**config.mk**
```make
export PLATFORM = sky130hd
export DESIGN_NAME = if_stage
export DESIGN_NICKNAME = d
export VERILOG_FILES = /design/src/rtl/if_stage_pkg.sv /design/src/rtl/if_buf.sv /design/src/rtl/if_stage.sv
export SDC_FILE = /design/constraint.sdc
export NUM_CORES = 1
export LEC_CHECK = 0
export ABC_AREA = 1
export CELL_PAD_IN_SITES_DETAIL_PLACEMENT = 1
export CELL_PAD_IN_SITES_GLOBAL_PLACEMENT = 1
export CORE_UTILIZATION = 34
export DETAILED_ROUTE_END_ITERATION = 7
export GPL_TIMING_DRIVEN = 0
export PLACE_DENSITY_LB_ADDON = 0.08
export SYNTH_ARGS = -nofsm -noshare
export SYNTH_HDL_FRONTEND = slang
export SYNTH_HIERARCHICAL = 1
export SYNTH_SLANG_ARGS = --single-unit
```
**constraint.sdc**
```tcl
create_clock -name i_clk -period 5.45 [get_ports i_clk]
set_clock_uncertainty 0.15 [all_clocks]
set_input_delay 0.8175 -clock i_clk [delete_from_list [all_inputs] [get_ports i_clk]]
set_output_delay 0.8175 -clock i_clk [all_outputs]
set_load 0.01 [all_outputs]
```
**src/rtl/if_stage_pkg.sv**
```systemverilog
// Shared fetch-stage types and constants: FSM state encoding, reset PC default, nop encoding.
// Imported by if_stage and if_buf; no logic of its own.
package if_stage_pkg;

  typedef enum logic [1:0] {
    ST_FETCH = 2'd0,
    ST_HOLD  = 2'd1,
    ST_DROP  = 2'd2
  } fetch_state_t;

  localparam logic [31:0] RESET_PC_DEFAULT = 32'h0000_3000;
  localparam logic [31:0] NOP              = 32'h0000_0000;

  function automatic logic [31:0] word_align(input logic [31:0] a);
    return a & 32'hFFFF_FFFC;
  endfunction

endpackage

```
**src/rtl/if_buf.sv**
```systemverilog
// Single-entry instruction/PC hold buffer; load captures on the clock edge, contents visible next cycle.
// Clear wins over load, load wins over drain; no backpressure, caller guarantees it is empty before loading.
module if_buf
  import if_stage_pkg::*;
(
  input  logic        i_clk,
  input  logic        i_rst,
  input  logic        i_load,
  input  logic [31:0] i_load_instr,
  input  logic [31:0] i_load_pc,
  input  logic        i_drain,
  input  logic        i_clear,
  output logic        o_valid,
  output logic [31:0] o_instr,
  output logic [31:0] o_pc
);

  logic        r_valid;
  logic [31:0] r_instr;
  logic [31:0] r_pc;

  always_ff @(posedge i_clk) begin
    if (i_rst || i_clear) begin
      r_valid <= 1'b0;
      r_instr <= NOP;
      r_pc    <= 32'h0;
    end else if (i_load) begin
      r_valid <= 1'b1;
      r_instr <= i_load_instr;
      r_pc    <= i_load_pc;
    end else if (i_drain) begin
      r_valid <= 1'b0;
      r_instr <= NOP;
      r_pc    <= 32'h0;
    end
  end

  assign o_valid = r_valid;
  assign o_instr = r_instr;
  assign o_pc    = r_pc;

endmodule

```
**src/rtl/if_stage.sv**
```systemverilog
// MIPS instruction fetch: PC, single-outstanding imem request, IF/ID register (1 cycle after completion).
// Stall freezes IF/ID and PC, parking one returned instruction in if_buf; EX redirects squash IF/ID.
module if_stage
  import if_stage_pkg::*;
#(
  parameter logic [31:0] RESET_PC = RESET_PC_DEFAULT
) (
  input  logic        i_clk,
  input  logic        i_rst,
  input  logic        i_stall,
  input  logic        i_redirect_valid,
  input  logic [31:0] i_redirect_pc,
  output logic [31:0] o_imem_addr,
  output logic        o_imem_req,
  input  logic [31:0] i_imem_rdata,
  input  logic        i_imem_ready,
  output logic [31:0] o_if_id_pc,
  output logic [31:0] o_if_id_instr,
  output logic        o_if_id_valid
);

  localparam logic [31:0] RESET_PC_AL = word_align(RESET_PC);

  fetch_state_t r_state;
  logic [31:0]  r_pc;
  logic [31:0]  r_drop_pc;
  logic [31:0]  r_ifid_pc;
  logic [31:0]  r_ifid_instr;
  logic         r_ifid_valid;

  fetch_state_t w_state_nxt;
  logic [31:0]  w_pc_nxt;
  logic [31:0]  w_drop_pc_nxt;
  logic [31:0]  w_ifid_pc_nxt;
  logic [31:0]  w_ifid_instr_nxt;
  logic         w_ifid_valid_nxt;
  logic         w_req;
  logic         w_cpl;
  logic [31:0]  w_pc_plus4;
  logic [31:0]  w_redirect_tgt;
  logic         w_buf_load;
  logic         w_buf_drain;
  logic         w_buf_clear;
  logic         w_buf_valid;
  logic [31:0]  w_buf_instr;
  logic [31:0]  w_buf_pc;

  assign w_req          = !i_rst && (r_state == ST_FETCH || r_state == ST_DROP);
  assign w_cpl          = w_req && i_imem_ready;
  assign w_pc_plus4     = r_pc + 32'd4;
  assign w_redirect_tgt = word_align(i_redirect_pc);

  always_comb begin
    w_state_nxt      = r_state;
    w_pc_nxt         = r_pc;
    w_drop_pc_nxt    = r_drop_pc;
    w_ifid_pc_nxt    = r_ifid_pc;
    w_ifid_instr_nxt = r_ifid_instr;
    w_ifid_valid_nxt = r_ifid_valid;
    w_buf_load       = 1'b0;
    w_buf_drain      = 1'b0;
    w_buf_clear      = 1'b0;

    if (i_redirect_valid) begin
      // Squash IF/ID even under Stall: the instruction there is on the wrong path.
      w_ifid_instr_nxt = NOP;
      w_ifid_valid_nxt = 1'b0;
      case (r_state)
        ST_FETCH: begin
          if (w_cpl) begin
            w_pc_nxt = w_redirect_tgt;
          end else begin
            w_drop_pc_nxt = w_redirect_tgt;
            w_state_nxt   = ST_DROP;
          end
        end
        ST_HOLD: begin
          w_buf_clear = 1'b1;
          w_pc_nxt    = w_redirect_tgt;
          w_state_nxt = ST_FETCH;
        end
        ST_DROP: begin
          if (w_cpl) begin
            w_pc_nxt    = w_redirect_tgt;
            w_state_nxt = ST_FETCH;
          end else begin
            w_drop_pc_nxt = w_redirect_tgt;
          end
        end
        default: w_state_nxt = ST_FETCH;
      endcase
    end else if (r_state == ST_DROP) begin
      // ImemAddr must not move until the abandoned request completes.
      if (w_cpl) begin
        w_pc_nxt    = r_drop_pc;
        w_state_nxt = ST_FETCH;
      end
      if (!i_stall) begin
        w_ifid_instr_nxt = NOP;
        w_ifid_valid_nxt = 1'b0;
      end
    end else if (i_stall) begin
      if (r_state == ST_FETCH && w_cpl) begin
        w_buf_load  = 1'b1;
        w_pc_nxt    = w_pc_plus4;
        w_state_nxt = ST_HOLD;
      end
    end else begin
      if (r_state == ST_HOLD) begin
        w_ifid_instr_nxt = w_buf_instr;
        w_ifid_pc_nxt    = w_buf_pc;
        w_ifid_valid_nxt = w_buf_valid;
        w_buf_drain      = 1'b1;
        w_state_nxt      = ST_FETCH;
      end else if (w_cpl) begin
        w_ifid_instr_nxt = i_imem_rdata;
        w_ifid_pc_nxt    = w_pc_plus4;
        w_ifid_valid_nxt = 1'b1;
        w_pc_nxt         = w_pc_plus4;
      end else begin
        w_ifid_instr_nxt = NOP;
        w_ifid_valid_nxt = 1'b0;
      end
    end
  end

  always_ff @(posedge i_clk) begin
    if (i_rst) begin
      r_state      <= ST_FETCH;
      r_pc         <= RESET_PC_AL;
      r_drop_pc    <= 32'h0;
      r_ifid_pc    <= 32'h0;
      r_ifid_instr <= NOP;
      r_ifid_valid <= 1'b0;
    end else begin
      r_state      <= w_state_nxt;
      r_pc         <= w_pc_nxt;
      r_drop_pc    <= w_drop_pc_nxt;
      r_ifid_pc    <= w_ifid_pc_nxt;
      r_ifid_instr <= w_ifid_instr_nxt;
      r_ifid_valid <= w_ifid_valid_nxt;
    end
  end

  if_buf u_if_buf (
    .i_clk        (i_clk),
    .i_rst        (i_rst),
    .i_load       (w_buf_load),
    .i_load_instr (i_imem_rdata),
    .i_load_pc    (w_pc_plus4),
    .i_drain      (w_buf_drain),
    .i_clear      (w_buf_clear),
    .o_valid      (w_buf_valid),
    .o_instr      (w_buf_instr),
    .o_pc         (w_buf_pc)
  );

  assign o_imem_req    = w_req;
  assign o_imem_addr   = r_pc;
  assign o_if_id_pc    = r_ifid_pc;
  assign o_if_id_instr = r_ifid_instr;
  assign o_if_id_valid = r_ifid_valid;

endmodule

```
==> results.txt <==
----------------------------------------------------
[Placed design]
  Count of buffers from port buffering ... 161
  Post-DP Area ... 0.01087 mm^2
  Final weighted congestion in routability-driven placement ... roughly 0.85
  Sum of net half-perimeters after detailed placement ... about 24 mm
  Cells after DPL ... 1,802

[Synth]
  Gate Count Post-Synth ... approximately 1,300
  Mean post-synth cell area ... 6.757 um^2
  Cell types with the largest area share after synthesis ... sky130_fd_sc_hd__dfxtp_1, sky130_fd_sc_hd__nand2_1, sky130_fd_sc_hd__a21oi_1, sky130_fd_sc_hd__o21ai_0, sky130_fd_sc_hd__nand3_1
  Number of enable-type register cells in the synthesized netlist ... 0
  Area fraction of the dominant cell type after synthesis ... 43.49%
  Most used DFF post-synth ... sky130_fd_sc_hd__dfxtp_1
  Area of the mapped netlist ... slightly below 0.009 mm^2
  Post-synthesis sequential area ratio ... 43.49%
  Yosys warns ... 6
  Unique masters post-synth ... 34
  Most area-hungry cell type in the Yosys netlist ... sky130_fd_sc_hd__dfxtp_1
  Seq cells post-synth ... 192
  Post-synth ARST share ... 0%

[Detailed routing]
  Routed wire length per instance ... roughly 18 um
  DRC violations left ... 0
  Router iterations before antenna repair ... 5
  Detailed Route WL ... approximately 33 mm
  Detail Route Antenna Nets ... 0
  Number of vias per cell ... between 5 and 6
  Initial DRC count ... 591
  Vias ... 9,298

[Worst hold path]
  Hold path startpoint ... r_drop_pc[8]
  Worst min-delay path category ... reg2reg
  Worst hold path stage count ... 2
  Hold EP ... r_drop_pc[8]

[Global routing]
  Vias in the first global route ... 9,254
  Pin count of the biggest net entering global routing ... 20
  Antenna violations before repair ... 0
  Global-route total usage across every layer ... between 20 and 25%
  Global-route wire length before repair ... 50.98 mm
  Overflow after GRT ... 0

[Final layout]
  Final design instance area without fill ... 0.01146 mm^2
  Finished Core Util ... between 40% and 50%
  Number of nets at the end of the flow ... around 1,600
  Area added between synthesis and finish ... 29.62%
  Filler cells ... 3,307
  Antenna diodes ... 0
  Number of standard cells in the final layout excluding fillers ... roughly 1,800
  Proportion of layout cells with a drive suffix above 1 ... under 10%

[Timing]
  Final Cycle Share ... around 60%
  Final Hold Fails ... 0
  RSZ-0062 raised after global routing ... no
  Period minus WS final ... 3.258 ns
  Summed negative setup slack over all endpoints ... 0 ns
  Worst-case headroom to the max-slew limit ... between 50 and 60%
  Worst slew pin tran ... 0.7090 ns
  Fmax ... about 310 MHz
  Setup Viol. Count Final ... 0
  Fin. max-slew vios ... 0
  Hold Slack ... between 0.3 and 0.4 ns

[Clock tree]
  CTS Buffer Depth ... 2
  Clock sink count ... roughly 190
  TritonCTS clock tree ... yes
  Clock latency on the worst-skew pair ... 0.44 ns
  Post-CTS setup-driven buffer insertion count ... 0
  Hold buffer count at CTS ... 0
  Count of H-tree levels built during CTS ... 4
  Clock Pin Slew Worst Setup and Hold Paths ... approximately 0.08 ns
  Clock root buffer ... sky130_fd_sc_hd__clkbuf_16
  Clock buffers created by TritonCTS ... 17
  Number of instances resized during post-cts repair ... 0

[Setup path]
  Crit path capture type ... flip-flop
  CP startpoint kind ... input port
  Worst Path Arrival ... between 3 and 4 ns
  Worst Path Required ... approximately 5.6 ns
  Maximum fanout along the worst path ... 10
  Register-to-register setup slack ... ~2.6 ns
  Worst path slowest cell ... sky130_fd_sc_hd__clkdlybuf4s50_1
  WS Path Type ... in2reg
  Launching point of the worst reg2reg path ... r_state[0]
  Cell count of the worst reg-to-reg path ... 10
  Worst setup path startpoint ... i_redirect_valid
  Longest individual stage delay on the worst path ... about 0.6 ns
  Critical register-to-register path endpoint ... u_if_buf/o_instr[0]
  Critical path cell sequence ... clkdlybuf4s50_1 -> clkbuf_1 -> clkbuf_1 -> nand2_1 -> inv_1 -> or2_1 -> buf_2 -> buf_2 -> a21oi_1

[Floorplan]
  Row count ... 58
  Die area ... approximately 0.027 mm^2
  Number of primary I/O pins ... 167
  Starting utilization of the core area ... 34.90%
  Core area ... 0.02533 mm^2
  Die extent in x ... 163.2 um
  Die extent in y ... 163.2 um

[Flow run]
  Max-capacitance violation count ... 0

[Power and ir drop]
  Power density over the cells ... a little over 300 mW/mm^2
  Reported leakage power ... about 4.4 nW
  VDD IR max ... about 0.21 mV

[Status]
  Outcome ... completed

----------------------------------------------------
## synthesized netlist by cell type (3+ instances only)
cell type	n
sky130_fd_sc_hd__inv_2	6
sky130_fd_sc_hd__clkbuf_1	39
sky130_fd_sc_hd__buf_1	10
sky130_fd_sc_hd__o21ai_0	72
sky130_fd_sc_hd__nor2_2	4
sky130_fd_sc_hd__xor2_1	5
sky130_fd_sc_hd__nand3b_1	7
sky130_fd_sc_hd__buf_6	3
sky130_fd_sc_hd__nor2_1	51
sky130_fd_sc_hd__o211ai_1	4
sky130_fd_sc_hd__buf_2	31
sky130_fd_sc_hd__ha_1	4
sky130_fd_sc_hd__xnor2_1	9
sky130_fd_sc_hd__a31oi_1	4
sky130_fd_sc_hd__dfxtp_1	192
sky130_fd_sc_hd__nand3_1	53
sky130_fd_sc_hd__buf_4	3
sky130_fd_sc_hd__nand2_1	462
sky130_fd_sc_hd__inv_1	60
sky130_fd_sc_hd__o21ai_1	26
sky130_fd_sc_hd__a21oi_1	241
sky130_fd_sc_hd__and2_1	5
## power by group
group / internal (mW) / switching (mW)
registers: 1.48 / 0.0894
logic: 0.254 / 0.389
clock network: 0.625 / 0.646
total: 2.36 / 1.12
## worst max-delay path: cells and delay by family
family,cells,cell delay [ns]
AOI/OAI and AO/OA,1,0.07
buffers and inverters,6,2.31
and+or+nand+nor,2,0.21
## stage by stage
stage	worst slack (ns)	power (mW)
5_1_grt	2.072	3.638
6_report	2.192	3.485
3_3_place_gp	1.774	2.236
3_5_place_dp	1.746	2.244
2_1_floorplan	3.119	1.917
4_1_cts	2.208	3.517
## layout by cell type, fill, tap and decap left out, drive strengths merged
| cell type | synthesis | final |
|---|---|---|
| nand2 | 464 | 464 |
| a21oi | 241 | 241 |
| dfxtp | 192 | 192 |
| clkdlybuf4s50 | 0 | 161 |
| o21ai | 99 | 99 |
| inv | 67 | 75 |
| clkbuf | 41 | 59 |
| nor2 | 57 | 57 |
| nand3 | 54 | 54 |
| buf | 47 | 47 |
| xnor2 | 9 | 9 |
| nand3b | 7 | 7 |
| xor2 | 5 | 5 |
| and2 | 5 | 5 |
| o211ai | 4 | 4 |
| a31oi | 4 | 4 |
| ha | 4 | 4 |
| conb | 1 | 4 |
| clkinv | 0 | 4 |
| nor3 | 2 | 2 |
| a311oi | 2 | 2 |
| clkinvlp | 0 | 2 |
| or2 | 2 | 2 |
| nand4 | 1 | 1 |
## layer usage
| metal | share of wire [%] | vias up | track usage (%) | wire length, um |
|---|---|---|---|---|
| li1 | - | 4617 | - | - |
| met1 | 45 | 4457 | 31.03 | 14770 |
| met5 | 0 | - | 0 | 0 |
| met4 | 2.1 | 0 | 6.967 | 692 |
| met3 | 3.0 | 42 | 3.657 | 969 |
| met2 | 50 | 182 | 44.18 | 16180 |
## cell type report
type	count	area [um^2]	area share, %
Sequential cell	192	3844	33.55
Buffer	88	405.4	3.539
Clock buffer	18	439.2	3.834
Timing Repair Buffer	161	1612	14.07
Multi-Input combinational cell	964	4347	37.94
Clock inverter	14	142.6	1.245
Inverter	67	254.0	2.217
Tap cell	330	412.9	3.604
## registers in the layout (all words and copies together) (netlist names)
register / flops
o_if_id_instr: 32
o_if_id_pc: 32
o_if_id_valid: 1
o_imem_addr: 30
r_drop_pc: 30
r_state: 2
u_if_buf/o_instr: 32
u_if_buf/o_pc: 32
u_if_buf/o_valid: 1
## how the worst max path moves through the flow
stage / to / slack [ns] / cells past startpoint
detailed placement: u_if_buf/o_instr[6] / 1.75 / 9
global route: u_if_buf/o_instr[4] / 2.07 / 9
floorplan: u_if_buf/o_pc[6] / 3.12 / 9
CTS: u_if_buf/o_instr[1] / 2.21 / 9
global placement: u_if_buf/o_instr[2] / 1.77 / 9
finish: u_if_buf/o_pc[30] / 2.19 / 9
## logic make-up (layout without fill, tap and decap cells)
family          after synthesis  after routing  synth area share, %
compound gates              350            350                20.12
xor+xnor                     14             14                1.387
fa+ha+maj                     4              4               0.5663
buf+inv                     155            348                7.460
flops                       192            192                43.49
other cells                   1              4              0.04243
simple gates                592            592                26.94
No activity file was read; power rests on OpenSTA's default activity.
